`config.mk`:
```
export PLATFORM = sky130hd
export DESIGN_NAME = pyf_imem_wb_bridge_flat
export DESIGN_NICKNAME = d
export VERILOG_FILES = /design/src/rtl/pyf_imem_wb_bridge_pkg.sv /design/src/rtl/pyf_imem_wb_bridge_if.sv /design/src/rtl/pyf_imem_wb_bridge.sv /design/src/flat_wrapper.sv
export SDC_FILE = /design/constraint.sdc
export NUM_CORES = 1
export LEC_CHECK = 0
export CORE_UTILIZATION = 35
export DETAILED_ROUTE_END_ITERATION = 10
export PLACE_DENSITY = 0.76
export SYNTH_ARGS = -nofsm -noshare
export SYNTH_HDL_FRONTEND = slang
export SYNTH_SLANG_ARGS = --single-unit
export TNS_END_PERCENT = 5
```
`constraint.sdc`:
```
create_clock -name clk -period 1.45 [get_ports clk]
set_clock_uncertainty 0.2 [all_clocks]
set_input_delay 0.2175 -clock clk [delete_from_list [all_inputs] [get_ports clk]]
set_output_delay 0.2175 -clock clk [all_outputs]
set_load 0.005 [all_outputs]
```
`src/rtl/pyf_imem_wb_bridge_pkg.sv`:
```
// Shared encodings for the IMEM-to-Wishbone bridge: SCR1 memory interface
// command/response codes and the bridge FSM state type.
package pyf_imem_wb_bridge_pkg;

   typedef enum logic [1:0] {
      SCR1_MEM_RESP_NOTRDY = 2'b00,
      SCR1_MEM_RESP_RDY_OK = 2'b01,
      SCR1_MEM_RESP_RDY_ER = 2'b10
   } type_scr1_mem_resp_e;

   typedef enum logic {
      SCR1_MEM_CMD_RD = 1'b0,
      SCR1_MEM_CMD_WR = 1'b1
   } type_scr1_mem_cmd_e;

   typedef enum logic [1:0] {
      IDLE = 2'd0,
      BUS  = 2'd1,
      RESP = 2'd2
   } type_pyf_wbb_fsm_e;

   localparam logic [3:0] PYF_WBB_SEL_ALL = 4'hF;

   // Requests the bridge refuses without touching the bus: writes into
   // instruction memory and addresses that are not word aligned.
   function automatic logic is_bad_req(input logic cmd, input logic [1:0] lsb);
      return (cmd == SCR1_MEM_CMD_WR) || (lsb != 2'b00);
   endfunction

endpackage

```
`src/rtl/pyf_imem_wb_bridge_if.sv`:
```
// IMEM request/response port plus Wishbone classic master port of the bridge.
//
// Handshake: the requester holds imem_req with a stable imem_cmd/imem_addr;
// the request is taken on a rising edge where imem_req & imem_req_ack.
// imem_resp is NOTRDY except for exactly one cycle per taken request, and
// imem_rdata is meaningful only in a RDY_OK cycle. On the Wishbone side
// cyc/stb stay high with a stable address until the slave answers with
// wb_ack_i or wb_err_i (or the bridge gives up on a timeout).
//
// modport slave  : the bridge (IMEM slave, Wishbone initiator)
// modport master : the surroundings (IMEM requester and Wishbone target)
interface pyf_imem_wb_bridge_if #(
   parameter int AWIDTH = 32,
   parameter int DWIDTH = 32
);
   logic              imem_req_ack;
   logic              imem_req;
   logic              imem_cmd;
   logic [AWIDTH-1:0] imem_addr;
   logic [DWIDTH-1:0] imem_rdata;
   logic [1:0]        imem_resp;

   logic              wb_cyc_o;
   logic              wb_stb_o;
   logic              wb_we_o;
   logic [3:0]        wb_sel_o;
   logic [AWIDTH-1:0] wb_adr_o;
   logic [DWIDTH-1:0] wb_dat_i;
   logic              wb_ack_i;
   logic              wb_err_i;

   modport slave (
      input  imem_req, imem_cmd, imem_addr,
      output imem_req_ack, imem_rdata, imem_resp,
      output wb_cyc_o, wb_stb_o, wb_we_o, wb_sel_o, wb_adr_o,
      input  wb_dat_i, wb_ack_i, wb_err_i
   );

   modport master (
      output imem_req, imem_cmd, imem_addr,
      input  imem_req_ack, imem_rdata, imem_resp,
      input  wb_cyc_o, wb_stb_o, wb_we_o, wb_sel_o, wb_adr_o,
      output wb_dat_i, wb_ack_i, wb_err_i
   );

endinterface

```
`src/rtl/pyf_imem_wb_bridge.sv`:
```
// IMEM slave that turns each SCR1 instruction fetch into one Wishbone
// classic read. One fetch in flight; a new request can be taken in the
// response cycle of the previous one. DWIDTH must be 32 and
// 2**TMO_W must exceed TIMEOUT_CYCLES.
module pyf_imem_wb_bridge
   import pyf_imem_wb_bridge_pkg::*;
#(
   parameter int AWIDTH         = 32,
   parameter int DWIDTH         = 32,
   parameter int TIMEOUT_CYCLES = 255,
   parameter int TMO_W          = 8
) (
   input  logic                 clk,
   input  logic                 rst_n,
   pyf_imem_wb_bridge_if.slave  bus,
   output type_pyf_wbb_fsm_e    dbg_state
);

   localparam bit              TMO_EN   = (TIMEOUT_CYCLES != 0);
   localparam logic [TMO_W-1:0] TMO_LAST = TMO_W'((TIMEOUT_CYCLES > 0) ? (TIMEOUT_CYCLES - 1) : 0);

   type_pyf_wbb_fsm_e   state, state_nxt;
   logic                cyc, cyc_nxt;
   logic [AWIDTH-1:0]   adr, adr_nxt;
   logic [TMO_W-1:0]    tmo_cnt, tmo_cnt_nxt;
   type_scr1_mem_resp_e resp, resp_nxt;
   logic [DWIDTH-1:0]   rdata, rdata_nxt;

   logic req_ack;
   logic accept;
   logic tmo_hit;

   // Only the bus phase blocks new requests; IDLE and RESP both accept.
   assign req_ack = (state != BUS);
   assign accept  = bus.imem_req & req_ack;
   // Last allowed stb cycle without an answer; never fires when disabled.
   assign tmo_hit = TMO_EN && (tmo_cnt == TMO_LAST);

   // State register and all registered outputs, synchronous active-low reset.
   always_ff @(posedge clk) begin
      if (!rst_n) begin
         state   <= IDLE;
         cyc     <= 1'b0;
         adr     <= '0;
         tmo_cnt <= '0;
         resp    <= SCR1_MEM_RESP_NOTRDY;
         rdata   <= '0;
      end else begin
         state   <= state_nxt;
         cyc     <= cyc_nxt;
         adr     <= adr_nxt;
         tmo_cnt <= tmo_cnt_nxt;
         resp    <= resp_nxt;
         rdata   <= rdata_nxt;
      end
   end

   // Next state: decode requests in IDLE/RESP, wait for ack/err/timeout in BUS.
   always_comb begin
      state_nxt   = state;
      cyc_nxt     = cyc;
      adr_nxt     = adr;
      tmo_cnt_nxt = tmo_cnt;
      resp_nxt    = SCR1_MEM_RESP_NOTRDY;
      rdata_nxt   = '0;
      case (state)
         BUS: begin
            tmo_cnt_nxt = tmo_cnt + TMO_W'(1);
            if (bus.wb_err_i) begin
               // Error wins over a simultaneous ack.
               state_nxt = RESP;
               cyc_nxt   = 1'b0;
               resp_nxt  = SCR1_MEM_RESP_RDY_ER;
            end else if (bus.wb_ack_i) begin
               state_nxt = RESP;
               cyc_nxt   = 1'b0;
               resp_nxt  = SCR1_MEM_RESP_RDY_OK;
               rdata_nxt = bus.wb_dat_i;
            end else if (tmo_hit) begin
               state_nxt = RESP;
               cyc_nxt   = 1'b0;
               resp_nxt  = SCR1_MEM_RESP_RDY_ER;
            end
         end
         default: begin
            // IDLE and RESP share the request decode; RESP lasts one cycle.
            state_nxt = IDLE;
            if (accept) begin
               adr_nxt = {bus.imem_addr[AWIDTH-1:2], 2'b00};
               if (is_bad_req(bus.imem_cmd, bus.imem_addr[1:0])) begin
                  state_nxt = RESP;
                  resp_nxt  = SCR1_MEM_RESP_RDY_ER;
               end else begin
                  state_nxt   = BUS;
                  cyc_nxt     = 1'b1;
                  tmo_cnt_nxt = '0;
               end
            end
         end
      endcase
   end

   assign bus.imem_req_ack = req_ack;
   assign bus.imem_resp    = resp;
   assign bus.imem_rdata   = rdata;
   assign bus.wb_cyc_o     = cyc;
   assign bus.wb_stb_o     = cyc;
   assign bus.wb_we_o      = 1'b0;
   assign bus.wb_sel_o     = PYF_WBB_SEL_ALL;
   assign bus.wb_adr_o     = adr;
   assign dbg_state        = state;

endmodule

```
`src/flat_wrapper.sv`:
```
// flat-port wrapper written by rule: the top's interface ports become plain ports
module pyf_imem_wb_bridge_flat import pyf_imem_wb_bridge_pkg::*;
#(
   parameter int AWIDTH         = 32,
   parameter int DWIDTH         = 32,
   parameter int TIMEOUT_CYCLES = 255,
   parameter int TMO_W          = 8
)
  (clk, rst_n, dbg_state, bus_imem_req, bus_imem_cmd, bus_imem_addr, bus_imem_req_ack, bus_imem_rdata, bus_imem_resp, bus_wb_cyc_o, bus_wb_stb_o, bus_wb_we_o, bus_wb_sel_o, bus_wb_adr_o, bus_wb_dat_i, bus_wb_ack_i, bus_wb_err_i);
  pyf_imem_wb_bridge_if #(.AWIDTH(AWIDTH), .DWIDTH(DWIDTH)) bus_i ();
  input  logic clk;
  input  logic rst_n;
  output type_pyf_wbb_fsm_e dbg_state;
  input wire logic [$bits(bus_i.imem_req)-1:0] bus_imem_req;
  input wire logic [$bits(bus_i.imem_cmd)-1:0] bus_imem_cmd;
  input wire logic [$bits(bus_i.imem_addr)-1:0] bus_imem_addr;
  output wire logic [$bits(bus_i.imem_req_ack)-1:0] bus_imem_req_ack;
  output wire logic [$bits(bus_i.imem_rdata)-1:0] bus_imem_rdata;
  output wire logic [$bits(bus_i.imem_resp)-1:0] bus_imem_resp;
  output wire logic [$bits(bus_i.wb_cyc_o)-1:0] bus_wb_cyc_o;
  output wire logic [$bits(bus_i.wb_stb_o)-1:0] bus_wb_stb_o;
  output wire logic [$bits(bus_i.wb_we_o)-1:0] bus_wb_we_o;
  output wire logic [$bits(bus_i.wb_sel_o)-1:0] bus_wb_sel_o;
  output wire logic [$bits(bus_i.wb_adr_o)-1:0] bus_wb_adr_o;
  input wire logic [$bits(bus_i.wb_dat_i)-1:0] bus_wb_dat_i;
  input wire logic [$bits(bus_i.wb_ack_i)-1:0] bus_wb_ack_i;
  input wire logic [$bits(bus_i.wb_err_i)-1:0] bus_wb_err_i;
  assign bus_i.imem_req = bus_imem_req;
  assign bus_i.imem_cmd = bus_imem_cmd;
  assign bus_i.imem_addr = bus_imem_addr;
  assign bus_imem_req_ack = bus_i.imem_req_ack;
  assign bus_imem_rdata = bus_i.imem_rdata;
  assign bus_imem_resp = bus_i.imem_resp;
  assign bus_wb_cyc_o = bus_i.wb_cyc_o;
  assign bus_wb_stb_o = bus_i.wb_stb_o;
  assign bus_wb_we_o = bus_i.wb_we_o;
  assign bus_wb_sel_o = bus_i.wb_sel_o;
  assign bus_wb_adr_o = bus_i.wb_adr_o;
  assign bus_i.wb_dat_i = bus_wb_dat_i;
  assign bus_i.wb_ack_i = bus_wb_ack_i;
  assign bus_i.wb_err_i = bus_wb_err_i;
  pyf_imem_wb_bridge #(.AWIDTH(AWIDTH), .DWIDTH(DWIDTH), .TIMEOUT_CYCLES(TIMEOUT_CYCLES), .TMO_W(TMO_W)) u_core (.clk(clk), .rst_n(rst_n), .bus(bus_i), .dbg_state(dbg_state));
endmodule
```
; ---- Yosys cells after proc, flatten, opt, wreduce, memory -nomap -nowiden
; Cells that the tools add are included.
[classes]
n_addsub = 1
eq_ne = 5
mux = 21
bitwise_logic = 4
n_reduce_logical = 7
[ops]
columns = op, count
row1 = 2-bit two-way mux, 12
row2 = 8-bit two-way mux, 3
row3 = "8-bit by 1-bit adder with 8-bit output, second input constant", 1
row4 = "8-bit equality test, second input constant", 1
row5 = 1-bit two-way mux, 6
row6 = "4-bit by 3-bit inequality test with 1-bit output, second input constant", 1
row7 = 2-bit AND reduction, 2
row8 = 2-bit nonzero test, 2
row9 = 4-bit OR reduction, 1
row10 = 1-bit inverter, 3
row11 = 3-bit AND reduction, 1
row12 = "2-bit by 1-bit equality test with 1-bit output, second input constant", 1
row13 = "2-bit by 1-bit inequality test with 1-bit output, second input constant", 1
row14 = "2-bit inequality test, second input constant", 1
row15 = 1-bit AND, 1
row16 = 1-bit logical OR, 1
[word_totals]
regBits = 75
output_inout_bits = 76
elab_cells = 44

; ---- Longest topological paths before layout
[logic_depth]
word_depth = 5
mapped_depth = 5

; ---- Worst setup path before layout
; No wires, ideal clock.
[synth_path]
kind = reg-to-reg
start = register u_core.tmo_cnt[0]
end = register u_core.tmo_cnt[6]
setup_time_ns = 0.074
arrival_time_ns = 1.181
required_time_ns = 1.176
slack_ns = -0.005
path_stages_with_launch = 5
path_buffers = 0
period_less_slack_ns = 1.455
cell_sequence = dfxtp_1 -> ha_1 -> nand3_1 -> or4_1 -> a31oi_1
[synth_between]
elab_chain_cells = 2
[synth_lines]
columns = element, line
row1 = from (decl), pyf_imem_wb_bridge.sv:25  ; logic [TMO_W-1:0] tmo_cnt, tmo_cnt_nxt;
row2 = from (signal assigned), pyf_imem_wb_bridge.sv:52  ; tmo_cnt <= tmo_cnt_nxt;
row3 = 8-bit by 1-bit adder with 8-bit output, pyf_imem_wb_bridge.sv:68  ; tmo_cnt_nxt = tmo_cnt + TMO_W'(1);
row4 = 8-bit two-way mux, pyf_imem_wb_bridge.sv:66  ; case (state)
; No other way between the ends.
; A chain may end at the register's enable or synchronous reset.

; ---- Worst setup path in the final report
[layout_path]
start = register u_core.state[0], in the netlist u_core.dbg_state[0]
end = register u_core.tmo_cnt[6]
[layout_between]
elab_chain_cells = 4
elab_cells_between_ends = 7
[layout_lines]
columns = element, line
row1 = from (decl), pyf_imem_wb_bridge.sv:22  ; type_pyf_wbb_fsm_e state, state_nxt;
row2 = from (signal assigned), pyf_imem_wb_bridge.sv:49  ; state <= state_nxt;
row3 = 2-bit by 1-bit inequality test with 1-bit output, pyf_imem_wb_bridge.sv:34  ; assign req_ack = (state != BUS);
row4 = 1-bit AND, pyf_imem_wb_bridge.sv:35  ; assign accept = bus.imem_req & req_ack;
row5 = 2-bit nonzero test (no source line), -
row6 = 2-bit AND reduction (no source line), -
; Parallel ways exist; a longest one is shown, timed or not.

==> out/qor.txt <==
Non-Filler Instances - 550
Initial core utilization - 36.7%
CP delay by family, top - simple AND/OR/NAND/NOR gates
Post-synth EDFFs - 0
Critical path arrival - 1620 ps
Clk_lat worst skew - 340 ps
First-pass GRT wire length - 11,300 um
Clock tree buffer depth - 2
Post-synthesis sequential area ratio - 55.9%
Initial antenna violation count - 0
CTS clock-pin slew for the worst setup and hold paths - 80 ps
Buf+Inv Stages, Crit Path - 2
Worst hold margin - 215 ps
# rows - 31
End of the worst register-to-register path - u_core.tmo_cnt[6]$_SDFFE_PN0P_
Minimum clock period - 1550 ps
Worst Min Path Start - bus_imem_addr[25]
Worst EP required - 1520 ps
Routed WL - 7640 um
#FFs+latches synth - 75
FFs w/ async S/R, synth - 0%
Total number of vias - 2,676
Leak pwr - 2.05 nW
Crit Path Category - reg2reg
CP peak stage delay - 460 ps
DR WL/cell - 13.9 um
Final Max Tran Viols - 0
Final setup margin - -97.9 ps
Syn_area_per_cell - 9.27 um2
First-pass iteration count of the detailed router - 4
I/O Buffers - 138
# DRC - 0
# fillers - 631
Finish-stage setup viols - 39
Die Width - 89.6 um
Most common cell after layout, fill and taps aside - clkdlybuf4s50_1
Largest net degree at the start of global routing - 38
Placer Congestion - 0.814
Worst r2r path cells - 5
Max FO, Critical Path - 6
Status - complete, but fails checks
Antenna Diode Count - 0
Tcrit/Tclk final - 107%
Critical Path, Cell by Cell - nor2b_4, inv_4, buf_6, or4_1, a31oi_1
HPWL Detailed - 5520 um
Register area - 1520 um2
Vias in the first global route - 2,434
Cells after DPL - 528
Peak Freq - 646 MHz
Grt total ovfl - 0
YS warnings - 0
GR Util All Layers - 18.8%
Reg-to-Reg Start - u_core.dbg_state[0]$_SDFFE_PN0P_
Clock buffer count from CTS - 9
Synth cell types - 39
Pwr Density - 992 nW/um2
Root Buffer - clkbuf_8
Chip height - 89.6 um
Finished Core Util - 62.2%
RSZ-0062 raised after global routing - true
Cell Area, Synth - 2690 um2
Max Cap Violations - 0
Die ar. - 8030 um2
Most frequent cells in the layout - clkdlybuf4s50_1, dlygate4sd2_1, dfxtp_1
Final Hold Vio Count - 0
I/O pins - 146
CP endpoint kind - flip-flop
Share of cells above drive strength 1 - 17.1%
Failing checks - setup timing
Clock Sinks - 75
Worst hold stages - 3
Peak supply drop - 0.633 mV
DRT iter0 DRCs - 160
Top FF cell, synth - dfxtp_1
CTS tree - done
Worst-case hold path end point - u_core.bus.wb_adr_o[25]$_SDFFE_PN0P_
Layout area overhead - 69.6%
Worst hold path class - in2reg
Post-DRT Antenna Nets - 0
Register-to-register setup slack - -100 ps
Core Box Area - 7330 um2
CP startpoint kind - flip-flop
Cells after Synth - 290
Multi-input logic area - 1070 um2
CP max-delay cell - or4_1
H-tree depth - 3
Final nets - 518
Vias per cell - 4.87
==> worst max-delay path by stage <==
stage               cells past startpoint                              from  slack [ps]                             end
global route                            5  u_core.dbg_state[0]$_SDFFE_PN0P_        -190  u_core.tmo_cnt[6]$_SDFFE_PN0P_
CTS                                     4  u_core.dbg_state[0]$_SDFFE_PN0P_        -110  u_core.tmo_cnt[4]$_SDFFE_PN0P_
floorplan                               4    u_core.tmo_cnt[0]$_SDFFE_PN0P_         0.7  u_core.tmo_cnt[6]$_SDFFE_PN0P_
detailed placement                      4                      bus_imem_cmd        -370  u_core.tmo_cnt[4]$_SDFFE_PN0P_
finish                                  5  u_core.dbg_state[0]$_SDFFE_PN0P_        -100  u_core.tmo_cnt[6]$_SDFFE_PN0P_
global placement                        4                  bus_imem_addr[1]        -340  u_core.tmo_cnt[4]$_SDFFE_PN0P_
==> cell type report <==
cell class	count	share of cell area, %
Multi-Input combinational cell	183	23.5
Sequential cell	75	33.4
Inverter	7	0.631
Clock inverter	6	2.47
Clock buffer	10	2.80
Tap cell	99	2.72
Timing Repair Buffer	170	34.5
==> state kept, by name, summed over array words and instances (netlist names) <==
name,flops
u_core.bus.imem_resp,2
u_core.tmo_cnt,8
u_core.bus.wb_adr_o,30
u_core.bus.imem_rdata,32
u_core.bus.wb_cyc_o,1
u_core.dbg_state,2
==> metrics by stage <==
step           cell area, um2  setup TNS (ps)  setup slack, ps  total power, mW
2_1_floorplan            2710               0            0.678             2.33
3_3_place_gp             4280          -14950             -345             2.67
3_5_place_dp             4280          -17100             -369             2.67
4_1_cts                  4490            -495             -114             4.57
5_1_grt                  4560           -5340             -195             4.70
6_report                 4560           -1620            -97.9             4.52
==> cells by family after synthesis <==
| family | count (synthesis) | share of synthesized area (%) |
|---|---|---|
| AOI/OAI and AO/OA | 81 | 16.6 |
| adders and majority gates | 2 | 0.931 |
| buffers and inverters | 37 | 6.56 |
| DFF | 75 | 55.9 |
| muxes | 1 | 0.419 |
| other | 2 | 0.279 |
| and+or+nand+nor | 92 | 19.3 |
==> worst reg2reg max path, stage by stage, from the launching register on <==
cell and delay, ps:
dfxtp_2 330, nor2b_4 160, inv_4 40, buf_6 120, or4_1 460, a31oi_1 170
==> cell usage after synthesis (all sizes together) (2+ instances only) <==
cell     n  area [um2]
dfxtp   75        1500
nand3   34         170
a21oi   33         165
o21ai   33         165
and2    32         200
buf     15        93.8
clkbuf  15        56.3
inv      7        26.3
nand2    7        26.3
nor3     4        25.0
nor2     3        11.3
a31oi    2        12.5
conb     2        7.51
ha       2        25.0
nand2b   2        12.5
nand4    2        12.5
nor2b    2        15.0
o211ai   2        15.0
o31ai    2        15.0
or4      2        15.0
==> where the power goes <==
group	total (mW)	internal, mW	switching, mW	leakage, nW
clock network	1.92	1.15	0.773	0.121
registers	2.14	2.12	0.0244	0.616
logic	0.461	0.293	0.168	1.31
total	4.52	3.56	0.965	2.05
==> metal layers <==
layer	vias to the layer above	part of all wire [%]	global-route usage (%)
li1	1300	-	-
met1	1219	39	21.1
met2	143	46	30.0
met3	14	14	9.32
met4	0	1.9	8.80
met5	-	0	0
==> timing repair <==
| action | 4_1_cts | 5_1_grt |
|---|---|---|
| pin swaps | 2 | 7 |
| endpoints found under the setup margin | 77 | 71 |
| hold buffers | 0 | 0 |
| endpoints found under the hold margin | 0 | 0 |
| gates cloned | 0 | 0 |
| buffers inserted | 1 | 5 |
| resized for setup | 90 | 15 |
Note: power is estimated with default switching activity, not from simulation.
